$ cat config.mk
export PLATFORM = sky130hd
export DESIGN_NAME = lfsr_stream
export DESIGN_NICKNAME = d
export VERILOG_FILES = /design/src/rtl/lfsr_pkg.sv /design/src/rtl/lfsr_advance.sv /design/src/rtl/lfsr_stream.sv
export SDC_FILE = /design/constraint.sdc
export NUM_CORES = 1
export LEC_CHECK = 0
export CAP_MARGIN = 30
export CORE_ASPECT_RATIO = 0.8
export CORE_MARGIN = 4
export CORE_UTILIZATION = 29
export DETAILED_ROUTE_END_ITERATION = 16
export PLACE_DENSITY = 0.63
export SETUP_SLACK_MARGIN = 0.05
export SLEW_MARGIN = 20
export SYNTH_ARGS = -nofsm -noshare
export SYNTH_HDL_FRONTEND = slang
export SYNTH_SLANG_ARGS = --single-unit
$ cat constraint.sdc
create_clock -name clk -period 1.8 [get_ports clk]
set_input_delay 0.18 -clock clk [delete_from_list [all_inputs] [get_ports clk]]
set_output_delay 0.18 -clock clk [all_outputs]
set_load 0.005 [all_outputs]
$ cat src/rtl/lfsr_pkg.sv
// Shared types and helpers for the parametrised LFSR stream source.
package lfsr_pkg;

   typedef enum logic {
      PRIME = 1'b0,
      RUN   = 1'b1
   } fsm_t;

   localparam logic [31:0] TAPS_32 = 32'hA6000000;

   // One Fibonacci shift of a width-bit state carried in a 64-bit container.
   // The feedback bit enters at bit 0; bits at and above width are cleared.
   function automatic logic [63:0] lfsr_shift(input logic [63:0] s,
                                              input logic [63:0] taps,
                                              input int          width);
      logic [63:0] mask;
      logic        fb;
      mask = (width >= 64) ? '1 : ((64'd1 << width) - 64'd1);
      fb   = ^(s & taps & mask);
      return ((s << 1) | {63'd0, fb}) & mask;
   endfunction

endpackage

$ cat src/rtl/lfsr_advance.sv
// Combinational STEP-fold of lfsr_shift: dout is din advanced STEP shifts.
module lfsr_advance
   import lfsr_pkg::*;
#(
   parameter int               WIDTH = 32,
   parameter logic [WIDTH-1:0] TAPS  = WIDTH'(TAPS_32),
   parameter int               STEP  = 1
) (
   input  logic [WIDTH-1:0] din,
   output logic [WIDTH-1:0] dout
);

   // Chain STEP single shifts so a whole sample advance fits in one cycle.
   always_comb begin
      dout = din;
      for (int i = 0; i < STEP; i++) begin
         dout = WIDTH'(lfsr_shift(64'(dout), 64'(TAPS), WIDTH));
      end
   end

endmodule

$ cat src/rtl/lfsr_stream.sv
// Fibonacci LFSR uniform-random source with ready/valid output, runtime
// reseed, STEP shifts per sample and an accepted-sample counter.
// Optional zero-state guard: define LFSR_ZERO_GUARD_EN.
//
// state | meaning
// PRIME | state freshly loaded (reset or seed); advance once, raise valid
// RUN   | out_data valid; advance and count on each accepted sample
module lfsr_stream
   import lfsr_pkg::*;
#(
   parameter int               WIDTH        = 32,
   parameter logic [WIDTH-1:0] TAPS         = WIDTH'(TAPS_32),
   parameter int               STEP         = 1,
   parameter logic [WIDTH-1:0] DEFAULT_SEED = WIDTH'(32'h00000001),
   parameter int               CNT_W        = 32
) (
   input  logic             clk,
   input  logic             rst,
   input  logic             seed_wr,
   input  logic [WIDTH-1:0] seed_in,
   output logic [WIDTH-1:0] out_data,
   output logic             out_valid,
   input  logic             out_ready,
   output logic [CNT_W-1:0] sample_cnt,
   output logic             zero_seen
);

   fsm_t             fsm, fsm_nxt;
   logic [WIDTH-1:0] state, state_nxt;
   logic [WIDTH-1:0] adv_val, adv_next, seed_eff;
   logic             valid_nxt;
   logic [CNT_W-1:0] cnt_nxt;
   logic             fire;
   logic             advance;

   lfsr_advance #(
      .WIDTH (WIDTH),
      .TAPS  (TAPS),
      .STEP  (STEP)
   ) u_adv (
      .din  (state),
      .dout (adv_val)
   );

   assign out_data = state;
   assign fire     = out_valid & out_ready;

`ifdef LFSR_ZERO_GUARD_EN
   // A zero state would lock the LFSR, so both entry points substitute the seed.
   assign seed_eff = (seed_in == '0) ? DEFAULT_SEED : seed_in;
   assign adv_next = (state == '0) ? DEFAULT_SEED : adv_val;

   // Sticky flag: any zero seed or zero state observed since reset.
   always_ff @(posedge clk) begin
      if (rst) begin
         zero_seen <= 1'b0;
      end else if ((seed_wr && seed_in == '0) || (advance && state == '0)) begin
         zero_seen <= 1'b1;
      end
   end
`else
   assign seed_eff  = seed_in;
   assign adv_next  = adv_val;
   assign zero_seen = 1'b0;
`endif

   // Next-state logic: seed write wins over a fire in the same cycle.
   always_comb begin
      fsm_nxt   = fsm;
      state_nxt = state;
      valid_nxt = out_valid;
      cnt_nxt   = sample_cnt;
      advance   = 1'b0;
      if (seed_wr) begin
         state_nxt = seed_eff;
         valid_nxt = 1'b0;
         cnt_nxt   = '0;
         fsm_nxt   = PRIME;
      end else begin
         unique case (fsm)
            PRIME: begin
               advance   = 1'b1;
               state_nxt = adv_next;
               valid_nxt = 1'b1;
               fsm_nxt   = RUN;
            end
            RUN: begin
               if (fire) begin
                  advance   = 1'b1;
                  state_nxt = adv_next;
                  cnt_nxt   = sample_cnt + CNT_W'(1);
               end
            end
            default: fsm_nxt = PRIME;
         endcase
      end
   end

   // State, datapath and counter registers; reset overrides everything.
   always_ff @(posedge clk) begin
      if (rst) begin
         fsm        <= PRIME;
         state      <= DEFAULT_SEED;
         out_valid  <= 1'b0;
         sample_cnt <= '0;
      end else begin
         fsm        <= fsm_nxt;
         state      <= state_nxt;
         out_valid  <= valid_nxt;
         sample_cnt <= cnt_nxt;
      end
   end

endmodule

==> flow_summary.ini, run 1 <==
[status]
status = finished with violations
violations = negative setup slack

[pwr]
p_seq_share_pct = 40.9
irDropWorstVdd_uv = 469
intPower_mw = 2.98
power.switching_mw = 0.818
power_frac_clock_pct = 47.1
p_per_area_mw_per_mm2 = 706
p_comb_share_pct = 12.0
p_leak_nw = 2.04
switching_share_pct = 21.5

[global_routing]
grt_pass1_wl_mm = 15.3
overflow = 0
grt_pass1_vias = 3095
grt_usage_pct = 15.5
antenna_found_initial = 0
grt_max_degree = 33

[timing]
setup_viol = 11
min_period_over_period_pct = 105
max_freq_mhz = 531
finalClockSkew_ns = 0.00527
rsz0062_at_grt = yes
slew_violations = 0
fin_crit_ns = 1.88
final.setup.tns_ns = -0.607
hold_viol_final = 0
final.setup.worst_slack_ns = -0.0828

[worst_setup_path]
path_class = reg2reg
required_ns = 2.05
critPathMaxFanout = 7
critPathArrivalTime_ns = 2.13
cp-start-kind = flop
cp-end-kind = flop

[layout]
final_util_pct = 51.9
postLayoutCellArea_sq_mm = 0.00538
syn2layout_area_growth_pct = 72.7
antenna_cells = 0
fillers = 960
multi_input_area_sq_mm = 0.00191
nets = 529
area.sequential_sq_mm = 0.00135
drive_gt1_share_pct = 34.3

[die]
initial_core_util_pct = 30.1
die-height_um = 101
dieArea_sq_mm = 0.0125
die_w_um = 124
io_pins = 102
coreArea_sq_mm = 0.0104
rows = 33

[synth]
post-synth-top-area-fraction_pct = 42.4
syn_nets = 368
syn-mean-instance-area_sq_um = 9.41
synth_area_sq_mm = 0.00312
synth_edf_count = 0
yosys_warnings = 0
synthArstFlopShare_pct = 0
synthTopCellsByCount = 66 x dfxtp_1, 44 x nor2_1, 33 x mux2i_1
synth_area_leader_cell = dfxtp_1
ys.flop_type = dfxtp_1
ys_ff_latch = 66
syn-instance-count = 331
post_synth_num_cell_types = 33
ys_seq_area_share_pct = 42.4
synth_area_leaders = dfxtp_1 42%, mux2_2 11%, mux2i_1 11%, nor2_1 5.3%, or4_1 3.9%
yosysMostFrequentCell = dfxtp_1

[detailed_routing]
drt-initial-drc-count = 118
viasPerCell = 4.97
vias = 3161
ant_nets = 0
remaining_drc_errors = 0
wl_mm = 9.70
firstDrtPassIters = 6
wire_per_inst_um = 15.3

[cts]
clock-sinks = 66
cts_tree = yes
cts_buffers = 9
clock_latency_ns = 0.32
htreeDepth = 3
cts_root_buffer = clkbuf_16
hold_buffers = 0
ctsLongestPathBuffers = 2
clk_pin_slew_ns = 0.05

[job]
drv_cap = 0

[place]
gp_congestion = 0.827
place_area_sq_mm = 0.00468
port_buffers = 100
detailed_place_hpwl_mm = 6.51

[min_path]
hold_path.class = in2reg
sequential cells by signal (all words and copies together) (netlist names):
register and count:
out_data 32, fsm 1, sample_cnt 32, out_valid 1
worst max-delay path, stage by stage, from the launching register on:
cell	delay [ns]
dfxtp_2	0.34
buf_6	0.10
nand4_4	0.09
or4_4	0.57
buf_6	0.16
buf_6	0.11
or3_1	0.31
a21oi_1	0.12
logic make-up (layout without fill, tap and decap cells):
kind of cell    after synthesis  after routing  share of synthesized area [%]
compound gates               46             46                           9.00
xor+xnor                     13             13                           3.65
fa+ha+maj                     1              1                          0.402
buf+inv                      28            192                           3.78
flops                        66             66                           42.4
mux                          64             64                           21.8
other cells                   1              1                          0.120
simple gates                112            113                           18.8
placed cells by master (no fill, tap or decap), types with 9 or more instances in the layout:
cell type / synthesis / routed
nand2_1: 11 / 11
or4_4: 1 / 12
mux2_4: 0 / 9
clkdlybuf4s50_1: 0 / 98
nand4_1: 12 / 12
mux2i_1: 33 / 33
a21oi_2: 0 / 9
buf_4: 1 / 55
nor2_1: 44 / 44
mux2_2: 31 / 22
inv_1: 9 / 9
clkbuf_16: 0 / 11
a21oi_1: 22 / 13
dfxtp_1: 66 / 50
dfxtp_2: 0 / 13
power groups by stage:
stage | Sequential, mW | Clock (mW) | Combinational, mW
final | 1.55 | 1.79 | 0.457
after floorplan | 1.58 | 0 | 0.192
after global placement | 1.58 | 0 | 0.420
after detailed placement | 1.58 | 0 | 0.426
after global routing | 1.56 | 1.89 | 0.494
after CTS | 1.55 | 1.84 | 0.431
per-layer routing:
metal,track usage (%),part of all wire [%],up-vias
met5,0,0,-
met4,5.02,1.1,0
met3,6.12,8.2,9
met2,23.4,46,98
met1,20.2,45,1517
li1,-,-,1537
final timing paths:
path,endpoint,cells after the start,slack (ns),from
max reg2reg,sample_cnt[19],7,-0.08,fsm
min,out_data[0],2,0.27,seed_wr
min reg2reg,sample_cnt[31],2,0.49,sample_cnt[31]
max,sample_cnt[19],7,-0.08,fsm
cell type report:
cell class                      count  area share (%)
Clock buffer                       13            5.02
Timing Repair Buffer              168            29.9
Multi-Input combinational cell    238            35.5
Inverter                            9           0.628
Tap cell                          140            3.26
Clock inverter                      2           0.651
Sequential cell                    66            25.1
timing repair:
action                                  CTS  global route
cloned                                    2             2
gates resized for setup                  21            43
buffers inserted                         11             2
hold endpoints to repair                  0             0
pin swaps                                19            13
endpoints found under the setup margin   18            20
per-stage QoR:
step                      hold slack [ns]  power [mW]  std cells  worst slack [ns]
after detailed placement            0.478        2.01        604            -0.462
after global routing                0.289        3.95        636            -0.160
after floorplan                     0.306        1.77        331           -0.0954
after CTS                           0.260        3.82        632            -0.103
after global placement              0.471        2.00        604            -0.446
final                               0.268        3.80        636           -0.0828
No activity file was read; power rests on OpenSTA's default activity.
==> inputs of run 2 (changes only) <==
--- a/config.mk
+++ b/config.mk
@@ -6,11 +6,13 @@
 export NUM_CORES = 1
 export LEC_CHECK = 0
 export CAP_MARGIN = 30
+export CELL_PAD_IN_SITES_DETAIL_PLACEMENT = 2
+export CELL_PAD_IN_SITES_GLOBAL_PLACEMENT = 2
 export CORE_ASPECT_RATIO = 0.8
 export CORE_MARGIN = 4
-export CORE_UTILIZATION = 29
+export CORE_UTILIZATION = 24
 export DETAILED_ROUTE_END_ITERATION = 16
-export PLACE_DENSITY = 0.63
+export PLACE_DENSITY = 0.81
 export SETUP_SLACK_MARGIN = 0.05
 export SLEW_MARGIN = 20
 export SYNTH_ARGS = -nofsm -noshare
==> run 2 against run 1 <==
- the flow still finishes with violations (negative setup slack)
- sequential share of layout area grew 0.24 points
- first-iteration DRC count is 6.8% lower
- flip-flop and latch count is the same
- combinational power is 4.8% lower
- critical path depth is 2 lower
==> flow_summary.ini, run 2 (same netlist as run 1, synthesis figures left out) <==
[status]
status = finished with violations
violations = negative setup slack

[detailed_routing]
remaining_drc_errors = 0
wire_per_inst_um = 19.4
drt-initial-drc-count = 110
vias = 3268
viasPerCell = 4.84
ant_nets = 0
firstDrtPassIters = 4
wl_mm = 13.1

[die]
initial_core_util_pct = 25.1
coreArea_sq_mm = 0.0124
die-height_um = 110
io_pins = 102
die_w_um = 135
dieArea_sq_mm = 0.0149
rows = 36

[cts]
ctsLongestPathBuffers = 2
clock-sinks = 66
htreeDepth = 3
clk_pin_slew_ns = 0.06
hold_buffers = 0
clock_latency_ns = 0.33
cts_buffers = 9
cts_tree = yes
cts_root_buffer = clkbuf_16

[worst_setup_path]
rrSetupSlack_ns = -0.26
critPathMaxFanout = 4
path_cells = nand4_1, or4_4, buf_6, or4_4, a21oi_2
cp-end-kind = flop
r2r-start = sample_cnt[7]
path_class = reg2reg
critPathArrivalTime_ns = 2.32
crit_cells = 5
critPathMaxStageDelay_ns = 0.64
cp_num_buf_inv = 1
r2r-end = sample_cnt[21]
crit_family = simple AND/OR/NAND/NOR gates
cp_slowest_cell = or4_4
required_ns = 2.06
cp-start-kind = flop
cp_common_cell = or4_4
r2r_cells = 5

[place]
gp_congestion = 0.765
dp_slack_ns = -0.544
port_buffers = 100
place_area_sq_mm = 0.00473
detailed_place_hpwl_mm = 8.61

[layout]
final_common_cell = clkdlybuf4s50_1
syn2layout_area_growth_pct = 71.1
layout_common_cells = 98 x clkdlybuf4s50_1, 67 x buf_4, 54 x dfxtp_1
nets = 536
postLayoutCellArea_sq_mm = 0.00533
fillers = 1328
drive_gt1_share_pct = 31.9
antenna_cells = 0

[global_routing]
grt_use_met2_pct = 31.6
grt_pass1_vias = 3676
grt_busiest_layer = met2
grt_max_degree = 33
grt_util_met3_pct = 6.72
use_met1_pct = 20.1
antenna_found_initial = 1
grt_usage_pct = 17.8
overflow = 0
grt_pass1_wl_mm = 20.5

[timing]
fin_crit_ns = 2.06
slew_violations = 0
final.setup.worst_slack_ns = -0.263
setup_viol = 17
hold_viol_final = 0
finalClockSkew_ns = 0.0107
max_freq_mhz = 485
min_period_over_period_pct = 115
rsz0062_at_grt = yes

[min_path]
holdPathStages = 2
hold_path.class = in2reg
hp-start = seed_wr
min_to = out_data[0]

[pwr]
p_per_area_mw_per_mm2 = 685
intPower_mw = 2.78
switching_share_pct = 23.8
p_total_mw = 3.65
irDropWorstVdd_uv = 390
power.switching_mw = 0.868
p_seq_share_pct = 42.4
p_comb_share_pct = 11.9
p_leak_nw = 2.02
power_frac_clock_pct = 45.6

[job]
drv_cap = 0
-- run 2: cell types whose count changed in the layout (fill, tap and decap cells not counted), moves of 4 or more --
cell / before / now
buf_4: 55 / 67
a21oi_1: 13 / 20
or4_4: 12 / 8
dfxtp_2: 13 / 7
mux2_4: 9 / 0
a21oi_2: 9 / 2
dfxtp_1: 50 / 54
mux2_2: 22 / 31
or4_1: 6 / 10
-- run 2: routing by layer --
| layer | share of wire (%) | routed length (um) |
|---|---|---|
| met3 | 6.8 | 891 |
| met5 | 0 | 0 |
| met2 | 52 | 6850 |
| met4 | 0.84 | 110 |
| met1 | 40 | 5260 |
-- run 2: power groups by stage --
stage / Sequential [mW] / Clock, mW / Combinational [mW]
floorplan: 1.58 / 0 / 0.192
global placement: 1.58 / 0 / 0.419
detailed placement: 1.59 / 0 / 0.436
CTS: 1.56 / 1.71 / 0.442
global route: 1.56 / 1.80 / 0.478
finish: 1.55 / 1.67 / 0.435
-- run 2: what timing repair did --
action / 4_1_cts / 5_1_grt
hold endpoints to repair: 0 / 0
setup buffers: 13 / 7
gates resized for setup: 23 / 21
cloned: 2 / 0
endpoints found under the setup margin: 17 / 21
pin swaps: 20 / 16
-- run 2: worst max path at each step --
stage / start / to / slack [ns]
floorplan: sample_cnt[7] / sample_cnt[28] / -0.1
global placement: out_ready / sample_cnt[29] / -0.46
detailed placement: out_ready / sample_cnt[29] / -0.54
CTS: sample_cnt[9] / sample_cnt[13] / -0.21
global route: sample_cnt[7] / sample_cnt[21] / -0.32
finish: sample_cnt[7] / sample_cnt[21] / -0.26
-- run 2: worst register-to-register path, cell delays in order (launching register included) --
cell and delay, ns:
dfxtp_4 0.34, nand4_1 0.21, or4_4 0.64, buf_6 0.15, or4_4 0.48, a21oi_2 0.16
-- run 2: per-stage QoR --
stage	std cells	util [%]	TNS (ns)	hold WS [ns]
floorplan	331	-	-0.211	0.306
global placement	640	38.0	-9.20	0.470
detailed placement	640	38.0	-12.75	0.483
CTS	671	42.1	-2.07	0.171
global route	675	42.9	-4.17	0.186
finish	675	42.9	-2.92	0.168
-- run 2: area by class of cell --
class | instances | area, sq um | area share, %
well taps | 171 | 214 | 4.01
multi-input cells | 238 | 1860 | 34.8
clock inverters | 2 | 12.5 | 0.235
flip-flops and latches | 66 | 1350 | 25.3
inverters | 9 | 33.8 | 0.634
clock buffers | 14 | 264 | 4.95
repair buffers | 175 | 1600 | 30.0
==> inputs of run 3 (changes only) <==
--- a/config.mk
+++ b/config.mk
@@ -13,8 +13,9 @@
 export CORE_UTILIZATION = 24
 export DETAILED_ROUTE_END_ITERATION = 16
 export PLACE_DENSITY = 0.81
-export SETUP_SLACK_MARGIN = 0.05
+export SETUP_SLACK_MARGIN = 0.1
 export SLEW_MARGIN = 20
 export SYNTH_ARGS = -nofsm -noshare
 export SYNTH_HDL_FRONTEND = slang
+export SYNTH_HIERARCHICAL = 1
 export SYNTH_SLANG_ARGS = --single-unit
==> run 3 against run 2 <==
- the flow now finishes without violations
- non-clock buffer count shrank 45
- area after synthesis grew 2.0%
- critical path depth grew 1
==> flow_summary.ini, run 3 <==
[status]
status = completed

[synth]
synth_edf_count = 0
synth_area_leader_cell = dfxtp_1
synth_area_sq_mm = 0.00318
synthTopCellsByCount = 66 x dfxtp_1, 61 x nor2_1, 33 x mux2i_1
syn_nets = 390
ys_ff_latch = 66
post-synth-top-area-fraction_pct = 41.6
ys_seq_area_share_pct = 41.6
ys.flop_type = dfxtp_1
synthArstFlopShare_pct = 0
yosys_warnings = 6
synth_area_leaders = dfxtp_1 42%, mux2i_1 10%, buf_4 7.6%, a211oi_1 7.3%, nor2_1 7.2%
post_synth_num_cell_types = 32
yosysMostFrequentCell = dfxtp_1
syn-mean-instance-area_sq_um = 9.01
syn-instance-count = 353

[min_path]
hold_path.class = in2reg

[timing]
setup_viol = 0
slew_violations = 0
hold_viol_final = 0
worst_pin_slew_ns = 0.686
rsz0062_at_grt = yes
final.setup.worst_slack_ns = 0.0774
fin_crit_ns = 1.72
max_freq_mhz = 581
hold_ws_ns = 0.364
finalClockSkew_ns = 0.00668
min_period_over_period_pct = 95.7
slew_headroom_pct = 54.3

[global_routing]
grt_max_degree = 65
overflow = 0
grt_pass1_vias = 3078
grt_use_met2_pct = 22.8
grt_pass1_wl_mm = 16.5
grt_util_met3_pct = 3.68
grt_busiest_layer = met2
antenna_found_initial = 0
grt_usage_pct = 13.8
use_met1_pct = 17.4

[worst_setup_path]
crit_family = simple AND/OR/NAND/NOR gates
endpoint = sample_cnt[10]
required_ns = 2.05
r2r-start = sample_cnt[1]
rrSetupSlack_ns = 0.08
cp_num_buf_inv = 1
path_class = reg2reg
critPathMaxStageDelay_ns = 0.39
cp_slowest_cell = or3_4
critPathMaxFanout = 5
r2r-end = sample_cnt[10]
path_cells = ha_4, nand4_4, or3_4, buf_12, or3_1, a21oi_1
r2r_cells = 6
critPathArrivalTime_ns = 1.97
cp-end-kind = flop
worstSetupStartpoint = sample_cnt[1]
crit_cells = 6
cp-start-kind = flop

[cts]
htreeDepth = 3
ctsLongestPathBuffers = 2
clk_pin_slew_ns = 0.06
clock_latency_ns = 0.33
cts_root_buffer = clkbuf_16
cts_tree = yes
clock-sinks = 66
cts_buffers = 9

[detailed_routing]
vias = 2831
drt-initial-drc-count = 72
wire_per_inst_um = 16.6
remaining_drc_errors = 0
wl_mm = 10.3
firstDrtPassIters = 4
viasPerCell = 4.57
ant_nets = 0

[die]
coreArea_sq_mm = 0.0129
rows = 37
initial_core_util_pct = 24.6
io_pins = 102
die-height_um = 111
dieArea_sq_mm = 0.0152
die_w_um = 137

[place]
place_area_sq_mm = 0.00433
dp_slack_ns = -0.310
detailed_place_hpwl_mm = 7.66
port_buffers = 100
place_inst = 600
gp_congestion = 0.759

[layout]
fin_cells = 620
fillers = 1382
final_util_pct = 37.1
area.sequential_sq_mm = 0.00134
multi_input_area_sq_mm = 0.00165
layout_common_cells = 98 x clkdlybuf4s50_1, 61 x nor2_1, 58 x dfxtp_1
syn2layout_area_growth_pct = 50.7
drive_gt1_share_pct = 16.0
postLayoutCellArea_sq_mm = 0.00479
antenna_cells = 0
nets = 478
final_common_cell = clkdlybuf4s50_1

[pwr]
p_per_area_mw_per_mm2 = 773
p_leak_nw = 1.90
irDropWorstVdd_uv = 401

[job]
drv_cap = 0
-- run 3: worst register-to-register path: stages, from the launching register on --
cell,delay (ns)
dfxtp_2,0.37
ha_4,0.15
nand4_4,0.09
or3_4,0.39
buf_12,0.15
or3_1,0.32
a21oi_1,0.17
-- run 3: area by class of cell --
class,count,share of cell area (%)
clock buffers,12,5.14
clock inverters,3,0.836
inverters,4,0.313
multi-input cells,230,34.4
flip-flops and latches,66,27.9
well taps,175,4.57
repair buffers,130,26.8
-- run 3: how the worst min path moves through the flow --
stage                           endpoint            from  slack [ns]  cells past startpoint
after floorplan             out_data[31]             rst        0.25                      1
after global placement    sample_cnt[31]  sample_cnt[31]        0.47                      2
after detailed placement       out_valid             fsm        0.50                      1
after CTS                   out_data[13]         seed_wr        0.36                      3
after global routing        out_data[13]         seed_wr        0.41                      3
final                       out_data[13]         seed_wr        0.36                      3
-- run 3: report_power, final --
part	total (mW)	switching (mW)	internal, mW
Sequential	1.58	0.0557	1.52
Combinational	0.404	0.158	0.246
Clock	1.72	0.623	1.10
-- run 3: cell families after synthesis --
family | count (synthesis) | synth area share, %
AO/OA/AOI/OAI | 41 | 8.89
XOR/XNOR | 30 | 8.26
adder cells (fa/ha/maj) | 1 | 0.393
buffers and inverters | 57 | 10.5
flip-flops | 66 | 41.6
multiplexers | 33 | 10.4
other | 1 | 0.118
AND/OR/NAND/NOR | 124 | 19.8
-- run 3: per-layer routing --
| metal | up-vias | part of all wire, % |
|---|---|---|
| li1 | 1369 | - |
| met1 | 1390 | 45 |
| met2 | 58 | 49 |
| met3 | 14 | 3.7 |
| met4 | 0 | 1.5 |
| met5 | - | 0 |
-- run 3: repair_timing --
action | 4_1_cts | 5_1_grt
endpoints found under the setup margin | 12 | 18
endpoints found under the hold margin | 0 | 0
cloned | 0 | 1
setup buffers | 3 | 1
pin swaps | 1 | 8
gates resized for setup | 9 | 19
hold buffers | 0 | 0
-- run 3: per-stage QoR --
step,power [mW],setup TNS (ns)
floorplan,1.84,0
global placement,2.01,-2.23
detailed placement,2.02,-4.42
CTS,3.77,0
global route,3.88,-0.00249
finish,3.70,0
